`config.mk`:
```
export PLATFORM = sky130hd
export DESIGN_NAME = reservation_station
export DESIGN_NICKNAME = d
export VERILOG_FILES = /design/src/rtl/rv32i_types.sv /design/src/rtl/rs_age_select.sv /design/src/rtl/reservation_station.sv
export SDC_FILE = /design/constraint.sdc
export NUM_CORES = 2
export LEC_CHECK = 0
export CELL_PAD_IN_SITES_DETAIL_PLACEMENT = 0
export CELL_PAD_IN_SITES_GLOBAL_PLACEMENT = 2
export CORE_ASPECT_RATIO = 0.8
export CORE_UTILIZATION = 40
export CTS_CLUSTER_DIAMETER = 200
export DETAILED_ROUTE_END_ITERATION = 16
export GPL_TIMING_DRIVEN = 0
export PLACE_DENSITY = 0.84
export SYNTH_ARGS = -nofsm -noshare
export SYNTH_HDL_FRONTEND = slang
export SYNTH_SLANG_ARGS = --single-unit
```
`constraint.sdc`:
```
create_clock -name clk -period 19.2 [get_ports clk]
set_input_delay 1.92 -clock clk [delete_from_list [all_inputs] [get_ports clk]]
set_output_delay 1.92 -clock clk [all_outputs]
set_load 0.02 [all_outputs]
```
`src/rtl/rv32i_types.sv`:
```
// Shared types for the reservation station slice: ALU op enum, regfile
// operand bundle, ROB entry view, flush bundle and the RS entry struct.
package rv32i_types;

    localparam int depth = 8;
    localparam int size = 8;
    localparam logic [31:0] mask = 32'd7;
    localparam int width = 32;

    localparam int tag_w = 4;
    localparam int rob_w = $clog2(size);
    localparam int idx_w = $clog2(depth);
    localparam int cnt_w = $clog2(depth) + 1;
    localparam logic [tag_w-1:0] tag_mask = mask[tag_w-1:0];

    typedef enum logic [2:0] {
        alu_add,
        alu_sub,
        alu_and,
        alu_or,
        alu_xor,
        alu_sll,
        alu_srl,
        alu_sra
    } alu_ops;

    typedef struct packed {
        logic             busy_r1;
        logic [width-1:0] r1;
        logic             busy_r2;
        logic [width-1:0] r2;
    } rs_t;

    typedef struct packed {
        logic             rdy;
        logic [width-1:0] data;
    } sal2_t;

    typedef struct packed {
        logic             valid;
        logic [tag_w-1:0] front_tag;
        logic [tag_w-1:0] rear_tag;
        logic [tag_w-1:0] flush_tag;
    } flush_t;

    typedef struct packed {
        logic             valid;
        alu_ops           op;
        logic [tag_w-1:0] tag;
        logic             busy1;
        logic [width-1:0] val1;
        logic [rob_w-1:0] q1;
        logic             busy2;
        logic [width-1:0] val2;
        logic [rob_w-1:0] q2;
    } rs_entry_t;

    // Distance of a tag from the ROB head, modulo the ROB size.
    function automatic logic [tag_w-1:0] rob_age(
        input logic [tag_w-1:0] t,
        input logic [tag_w-1:0] f
    );
        return (t - f) & tag_mask;
    endfunction

endpackage

```
`src/rtl/rs_age_select.sv`:
```
// Combinational oldest-ready picker: among ready entries, returns the one
// whose tag is closest to the ROB head. Ports: ready, tags, front_tag in;
// valid, index out.
module rs_age_select
    import rv32i_types::*;
(
    input  logic [depth-1:0] ready,
    input  logic [tag_w-1:0] tags [depth],
    input  logic [tag_w-1:0] front_tag,
    output logic             valid,
    output logic [idx_w-1:0] index
);

    logic [tag_w-1:0] best;

    always_comb begin
        valid = 1'b0;
        index = '0;
        best = '0;
        for (int i = 0; i < depth; i++) begin
            if (ready[i] && (!valid || rob_age(tags[i], front_tag) < best)) begin
                valid = 1'b1;
                index = idx_w'(i);
                best = rob_age(tags[i], front_tag);
            end
        end
    end

endmodule

```
`src/rtl/reservation_station.sv`:
```
// Tag-based reservation station: holds ALU ops until operands arrive from
// the ROB, then dispatches the oldest ready one over valid/ready.
// Ports: clk, rst (async active-low); issue_* from decode/regfile;
// rdest ROB snoop; flush bundle; disp_* to the ALU; count of live entries.
// Build option RS_ISSUE_BYPASS_EN: capture already-ready ROB data at issue.
module reservation_station
    import rv32i_types::*;
(
    input  logic             clk,
    input  logic             rst,
    input  logic             issue_valid,
    output logic             issue_ready,
    input  alu_ops           issue_op,
    input  rs_t              issue_ops,
    input  logic [tag_w-1:0] issue_tag,
    input  sal2_t            rdest [size],
    input  flush_t           flush,
    output logic             disp_valid,
    input  logic             disp_ready,
    output alu_ops           disp_op,
    output logic [width-1:0] disp_a,
    output logic [width-1:0] disp_b,
    output logic [tag_w-1:0] disp_tag,
    output logic [cnt_w-1:0] count
);

    rs_entry_t ent [depth];
    rs_entry_t ent_nxt [depth];
    rs_entry_t new_ent;

    logic [depth-1:0] rdy_vec;
    logic [tag_w-1:0] tags [depth];
    logic             sel_valid;
    logic [idx_w-1:0] sel_idx;
    logic [idx_w-1:0] free_idx;
    logic             issue_fire;
    logic             disp_fire;
    logic             no_squash;
    logic [tag_w-1:0] win_len;

    always_comb begin
        count = '0;
        free_idx = '0;
        for (int i = depth - 1; i >= 0; i--) begin
            count = count + cnt_w'(ent[i].valid);
            if (!ent[i].valid) free_idx = idx_w'(i);
        end
    end

    always_comb begin
        for (int i = 0; i < depth; i++) begin
            rdy_vec[i] = ent[i].valid && !ent[i].busy1 && !ent[i].busy2;
            tags[i] = ent[i].tag;
        end
    end

    rs_age_select u_sel (
        .ready     (rdy_vec),
        .tags      (tags),
        .front_tag (flush.front_tag),
        .valid     (sel_valid),
        .index     (sel_idx)
    );

    assign issue_ready = count < cnt_w'(depth);
    assign issue_fire = issue_valid && issue_ready && !flush.valid;
    assign disp_valid = sel_valid && !flush.valid;
    assign disp_fire = disp_valid && disp_ready;

    // Rear+1 == flush point means the flush lands past everything in flight.
    assign no_squash = ((flush.rear_tag + 1'b1) & tag_mask) == flush.flush_tag;
    assign win_len = rob_age(flush.flush_tag, flush.front_tag);

    always_comb begin
        disp_op = alu_add;
        disp_a = '0;
        disp_b = '0;
        disp_tag = '0;
        if (disp_valid) begin
            disp_op = ent[sel_idx].op;
            disp_a = ent[sel_idx].val1;
            disp_b = ent[sel_idx].val2;
            disp_tag = ent[sel_idx].tag;
        end
    end

    always_comb begin
        new_ent = '0;
        new_ent.valid = 1'b1;
        new_ent.op = issue_op;
        new_ent.tag = issue_tag;
        new_ent.busy1 = issue_ops.busy_r1;
        new_ent.val1 = issue_ops.r1;
        new_ent.q1 = issue_ops.r1[rob_w-1:0];
        new_ent.busy2 = issue_ops.busy_r2;
        new_ent.val2 = issue_ops.r2;
        new_ent.q2 = issue_ops.r2[rob_w-1:0];
`ifdef RS_ISSUE_BYPASS_EN
        if (new_ent.busy1 && rdest[new_ent.q1].rdy) begin
            new_ent.busy1 = 1'b0;
            new_ent.val1 = rdest[new_ent.q1].data;
        end
        if (new_ent.busy2 && rdest[new_ent.q2].rdy) begin
            new_ent.busy2 = 1'b0;
            new_ent.val2 = rdest[new_ent.q2].data;
        end
`endif
    end

    always_comb begin
        for (int i = 0; i < depth; i++) begin
            ent_nxt[i] = ent[i];
            if (ent[i].valid && ent[i].busy1 && rdest[ent[i].q1].rdy) begin
                ent_nxt[i].busy1 = 1'b0;
                ent_nxt[i].val1 = rdest[ent[i].q1].data;
            end
            if (ent[i].valid && ent[i].busy2 && rdest[ent[i].q2].rdy) begin
                ent_nxt[i].busy2 = 1'b0;
                ent_nxt[i].val2 = rdest[ent[i].q2].data;
            end
            // Survivors lie in the circular window [front_tag, flush_tag).
            if (flush.valid && !no_squash &&
                rob_age(ent[i].tag, flush.front_tag) >= win_len) begin
                ent_nxt[i].valid = 1'b0;
            end
        end
        if (disp_fire) ent_nxt[sel_idx].valid = 1'b0;
        if (issue_fire) ent_nxt[free_idx] = new_ent;
    end

    always_ff @(posedge clk or negedge rst) begin
        if (!rst) begin
            for (int i = 0; i < depth; i++) ent[i] <= '0;
        end else begin
            for (int i = 0; i < depth; i++) ent[i] <= ent_nxt[i];
        end
    end

endmodule

```
==> run_summary.xml <==
<?xml version="1.0" encoding="UTF-8"?>
<metrics>
  <group name="status">
    <metric name="status" unit="">finished with violations</metric>
    <metric name="violations" unit="">max-capacitance violations, max-slew violations</metric>
  </group>
  <group name="finish">
    <metric name="multi_input_gate_area_in_the_final_layout" unit="sq um">46400</metric>
    <metric name="max_flop_register" unit="">ent</metric>
    <metric name="register_area" unit="sq um">16000</metric>
    <metric name="postLayoutCoreUtil" unit="%">46.3</metric>
    <metric name="drive_gt1_share" unit="%">20.0</metric>
    <metric name="layout_top_registers" unit="">ent: 640 flops</metric>
    <metric name="num-nets-final" unit="">7650</metric>
    <metric name="areaGrowthSynthToFinish" unit="%">14.6</metric>
    <metric name="largest_register_ffs" unit="">640</metric>
    <metric name="fillCellCount" unit="">15900</metric>
  </group>
  <group name="clock_network">
    <metric name="clock_sinks" unit="">640</metric>
    <metric name="cts.reportedPaths.clkPinSlew" unit="ns">0.06</metric>
    <metric name="numCtsBuffers" unit="">75</metric>
    <metric name="cts_tree" unit="">built</metric>
    <metric name="cts_max_level" unit="">3</metric>
    <metric name="library_cell_used_as_clock_root_buffer" unit="">sky130_fd_sc_hd__clkbuf_16</metric>
    <metric name="clk_path_buf_depth" unit="">3</metric>
    <metric name="clkLatencyLatePin" unit="ns">0.77</metric>
  </group>
  <group name="timing">
    <metric name="timing.final.setup_violations" unit="">0</metric>
    <metric name="slew_headroom" unit="%">-15.1</metric>
    <metric name="postLayoutSetupSlackWorst" unit="ns">0.668</metric>
    <metric name="worstMarginPinSlew" unit="ns">1.73</metric>
    <metric name="worst_clock_skew" unit="ns">0.0655</metric>
    <metric name="min_period" unit="ns">18.53</metric>
    <metric name="maxSlewViolCount" unit="">174</metric>
    <metric name="part_of_the_cycle_the_worst_path_needs" unit="%">96.5</metric>
    <metric name="final.setup.tns" unit="ns">0</metric>
    <metric name="max_freq" unit="GHz">0.0540</metric>
    <metric name="fin_hold_viols" unit="">0</metric>
    <metric name="rsz_0062_raised_after_global_routing" unit="">no</metric>
  </group>
  <group name="detailed_routing">
    <metric name="drc" unit="">0</metric>
    <metric name="postRouteAntennaNets" unit="">0</metric>
    <metric name="detailroute.via_count" unit="">72300</metric>
    <metric name="routed_wire_length_per_instance" unit="microns">49.5</metric>
    <metric name="initialDrtViolationCount" unit="">14000</metric>
    <metric name="detail_route.wirelength" unit="microns">475000</metric>
    <metric name="routed_via_density" unit="">7.54</metric>
    <metric name="dr.pass1.iters" unit="">10</metric>
  </group>
  <group name="logic_synthesis">
    <metric name="synth-simple-area-share" unit="%">13.4</metric>
    <metric name="postSynth.topFlopCell" unit="">sky130_fd_sc_hd__dfrtp_1</metric>
    <metric name="syn_area" unit="sq um">66500</metric>
    <metric name="synth_compound_gate_area_share" unit="%">10.4</metric>
    <metric name="yosys.area.top_type" unit="">sky130_fd_sc_hd__mux4_2</metric>
    <metric name="synthesized_nets" unit="">7201</metric>
    <metric name="yosysWarningCount" unit="">0</metric>
    <metric name="ys_types" unit="">71</metric>
    <metric name="yosys.area_share.adder" unit="%">1.39</metric>
    <metric name="combinational_family_with_the_most_area_after_synthesis" unit="">multiplexers</metric>
    <metric name="synthMuxAreaShare" unit="%">44.0</metric>
    <metric name="avgSynthCellArea" unit="sq um">9.81</metric>
    <metric name="synth_edf_count" unit="">0</metric>
    <metric name="synth.area.top_cells" unit="">sky130_fd_sc_hd__mux4_2 (36%), sky130_fd_sc_hd__dfrtp_1 (24%), sky130_fd_sc_hd__nand2_1 (9.3%)</metric>
    <metric name="async_flop_share" unit="%">100</metric>
    <metric name="synth_seq_cells" unit="">640</metric>
    <metric name="synth_sequential_area_ratio" unit="%">24.1</metric>
    <metric name="synth_top_area_share" unit="%">35.8</metric>
    <metric name="synthesized_netlist_cell_count" unit="">6781</metric>
    <metric name="synth-xor-area-share" unit="%">0.303</metric>
  </group>
  <group name="grt">
    <metric name="grt_util_all_layers" unit="%">55.0</metric>
    <metric name="vias_in_the_first_global_route" unit="">65700</metric>
    <metric name="maximum_number_of_pins_on_one_net_before_global_route_repair" unit="">123</metric>
    <metric name="first_pass_grt_wire_length" unit="microns">611000</metric>
    <metric name="overflow" unit="">0</metric>
    <metric name="antenna_found_initial" unit="">101</metric>
  </group>
  <group name="die">
    <metric name="row_count" unit="">133</metric>
    <metric name="die-area" unit="sq um">168000</metric>
    <metric name="boundaryPins" unit="">431</metric>
    <metric name="core_region_area" unit="sq um">165000</metric>
    <metric name="initial_utilization" unit="%">40.4</metric>
    <metric name="die_y" unit="microns">367</metric>
    <metric name="die_x_extent" unit="microns">458</metric>
  </group>
  <group name="placement">
    <metric name="numPortBuffers" unit="">354</metric>
    <metric name="post-dp-hpwl" unit="microns">386000</metric>
    <metric name="pre_cts_slack" unit="ns">-0.0438</metric>
    <metric name="globalplace.congestion" unit="">1.18</metric>
  </group>
  <group name="worst_hold_path">
    <metric name="holdCritPathClass" unit="">reg -&gt; reg</metric>
  </group>
  <group name="critical_path">
    <metric name="setup.worst_path.end_class" unit="">output pin</metric>
    <metric name="critical_path_class" unit="">in -&gt; out</metric>
    <metric name="cp-start-kind" unit="">input port</metric>
    <metric name="cp_slowest_cell" unit="">sky130_fd_sc_hd__clkbuf_1</metric>
    <metric name="worst_ep_arrival_time" unit="ns">16.61</metric>
    <metric name="critPathMostFrequentCell" unit="">sky130_fd_sc_hd__ha_1</metric>
    <metric name="crit_path_max_fanout" unit="">10</metric>
    <metric name="critPathRequiredTime" unit="ns">17.28</metric>
    <metric name="timing.critical_path.slowest_cell_delay" unit="ns">1.11</metric>
  </group>
  <group name="power_and_ir_drop">
    <metric name="p_leak" unit="nW">27.7</metric>
    <metric name="cellPowerDensity" unit="nW/um^2">124</metric>
    <metric name="power.ir.vdd_worst" unit="mV">0.0794</metric>
  </group>
  <group name="job">
    <metric name="maximum_capacitance_violations" unit="">19</metric>
  </group>
</metrics>
-- cells by family (layout without fill, tap and decap cells) --
group | count (synthesis) | in the layout
AOI/OAI and AO/OA | 1317 | 1317
DFF | 640 | 640
buffers and inverters | 1037 | 1545
xor gates and xnor gates | 23 | 23
other | 0 | 146
and+or+nand+nor | 2094 | 2094
muxes | 1604 | 1604
adders and majority gates | 66 | 66
-- placed cells by master, fill, tap and decap left out, types with 77 or more instances in the layout --
| cell | count |
|---|---|
| sky130_fd_sc_hd__nand2_1 | 1646 |
| sky130_fd_sc_hd__o21ai_0 | 1074 |
| sky130_fd_sc_hd__mux4_2 | 1056 |
| sky130_fd_sc_hd__clkbuf_1 | 656 |
| sky130_fd_sc_hd__dfrtp_1 | 640 |
| sky130_fd_sc_hd__mux2i_1 | 545 |
| sky130_fd_sc_hd__clkdlybuf4s50_1 | 353 |
| sky130_fd_sc_hd__nand3_1 | 195 |
| sky130_fd_sc_hd__buf_1 | 180 |
| sky130_fd_sc_hd__diode_2 | 146 |
| sky130_fd_sc_hd__clkbuf_16 | 77 |
-- report_power, final --
| part | switching (mW) | leakage (nW) | internal, mW |
|---|---|---|---|
| clock network | 0.683 | 1.28 | 0.925 |
| registers | 0.222 | 8.14 | 1.70 |
| logic | 3.85 | 18.3 | 2.08 |
-- what timing repair did --
item,4_1_cts,5_1_grt
hold buffers,0,0
pin swaps,0,1
gates resized for setup,1,24
endpoints found under the setup margin,1,71
setup buffers,0,2
-- area by class of cell --
type | instances | share of cell area (%)
multi-input combinational | 5104 | 60.8
inverter | 58 | 0.286
sequential | 640 | 21.0
clock inverter | 28 | 0.568
antenna | 146 | 0.479
timing repair buffer | 372 | 5.12
clock buffer | 108 | 2.85
tap | 2160 | 3.54
buffer | 979 | 5.34
-- per-stage QoR --
step	instances	cell area [sq um]	total power, mW	hold WS, ns
2_1_floorplan	6781	66500	5.07	0.445
3_3_place_gp	9295	72800	7.32	0.458
3_5_place_dp	9310	73200	7.37	0.463
4_1_cts	9446	75800	8.97	0.479
5_1_grt	9521	76100	9.48	0.501
6_report	9595	76300	9.46	0.477
-- cells in the mapped netlist, types with 3 or more instances --
cell type and instances:
sky130_fd_sc_hd__a211oi_1 4, sky130_fd_sc_hd__a21o_1 11, sky130_fd_sc_hd__a21oi_1 30, sky130_fd_sc_hd__a22o_1 12, sky130_fd_sc_hd__and3_1 70, sky130_fd_sc_hd__buf_1 187, sky130_fd_sc_hd__buf_2 24, sky130_fd_sc_hd__buf_4 52
sky130_fd_sc_hd__buf_6 9, sky130_fd_sc_hd__clkbuf_1 685, sky130_fd_sc_hd__clkbuf_2 22, sky130_fd_sc_hd__dfrtp_1 640, sky130_fd_sc_hd__fa_1 13, sky130_fd_sc_hd__ha_1 53, sky130_fd_sc_hd__inv_1 58, sky130_fd_sc_hd__mux2_2 3
sky130_fd_sc_hd__mux2i_1 545, sky130_fd_sc_hd__mux4_2 1056, sky130_fd_sc_hd__nand2_1 1646, sky130_fd_sc_hd__nand2b_1 11, sky130_fd_sc_hd__nand3_1 196, sky130_fd_sc_hd__nand3b_1 3, sky130_fd_sc_hd__nor2_1 46, sky130_fd_sc_hd__nor2b_1 7
sky130_fd_sc_hd__nor3_1 10, sky130_fd_sc_hd__nor3_2 68, sky130_fd_sc_hd__nor3b_1 6, sky130_fd_sc_hd__nor3b_2 3, sky130_fd_sc_hd__nor4b_1 3, sky130_fd_sc_hd__o21a_1 9, sky130_fd_sc_hd__o21ai_0 1075, sky130_fd_sc_hd__o21ai_1 73
sky130_fd_sc_hd__o22ai_1 73, sky130_fd_sc_hd__or3_1 5, sky130_fd_sc_hd__or3b_2 4, sky130_fd_sc_hd__or4_1 5, sky130_fd_sc_hd__xnor2_1 13, sky130_fd_sc_hd__xor2_1 10
-- worst max-delay path, delay by kind of cell --
kind            cells  cell delay, ns
compound gates     23            4.05
fa+ha+maj           9            2.76
xor+xnor            2            0.46
mux                 3            0.99
buf+inv             9            3.43
simple gates       16            2.95
-- final timing paths --
kind | endpoint | slack [ns] | depth (start not counted) | start
setup / recovery | disp_b[31] | 0.67 | 62 | flush[8]
hold / removal | ent[478] | 0.48 | 2 | ent[478]
setup reg to reg | ent[79] | 5.58 | 61 | ent[632]
hold reg to reg | ent[478] | 0.48 | 2 | ent[478]
max in group asynchronous | ent[56] | 14.83 | 6 | rst
min in group asynchronous | ent[104] | 1.12 | 1 | rst
-- layer usage --
layer  track usage [%]  wire length [microns]  share of wire [%]  up-vias
met5              12.1                   3340               0.70        -
met4              26.1                  27500                5.8       74
met3              43.6                  99100                 21     1308
met2              66.9                 173000                 37     7679
met1              67.4                 171000                 36    37000
li1                  -                      -                  -    26300
Power figures use the tool's default switching activity.
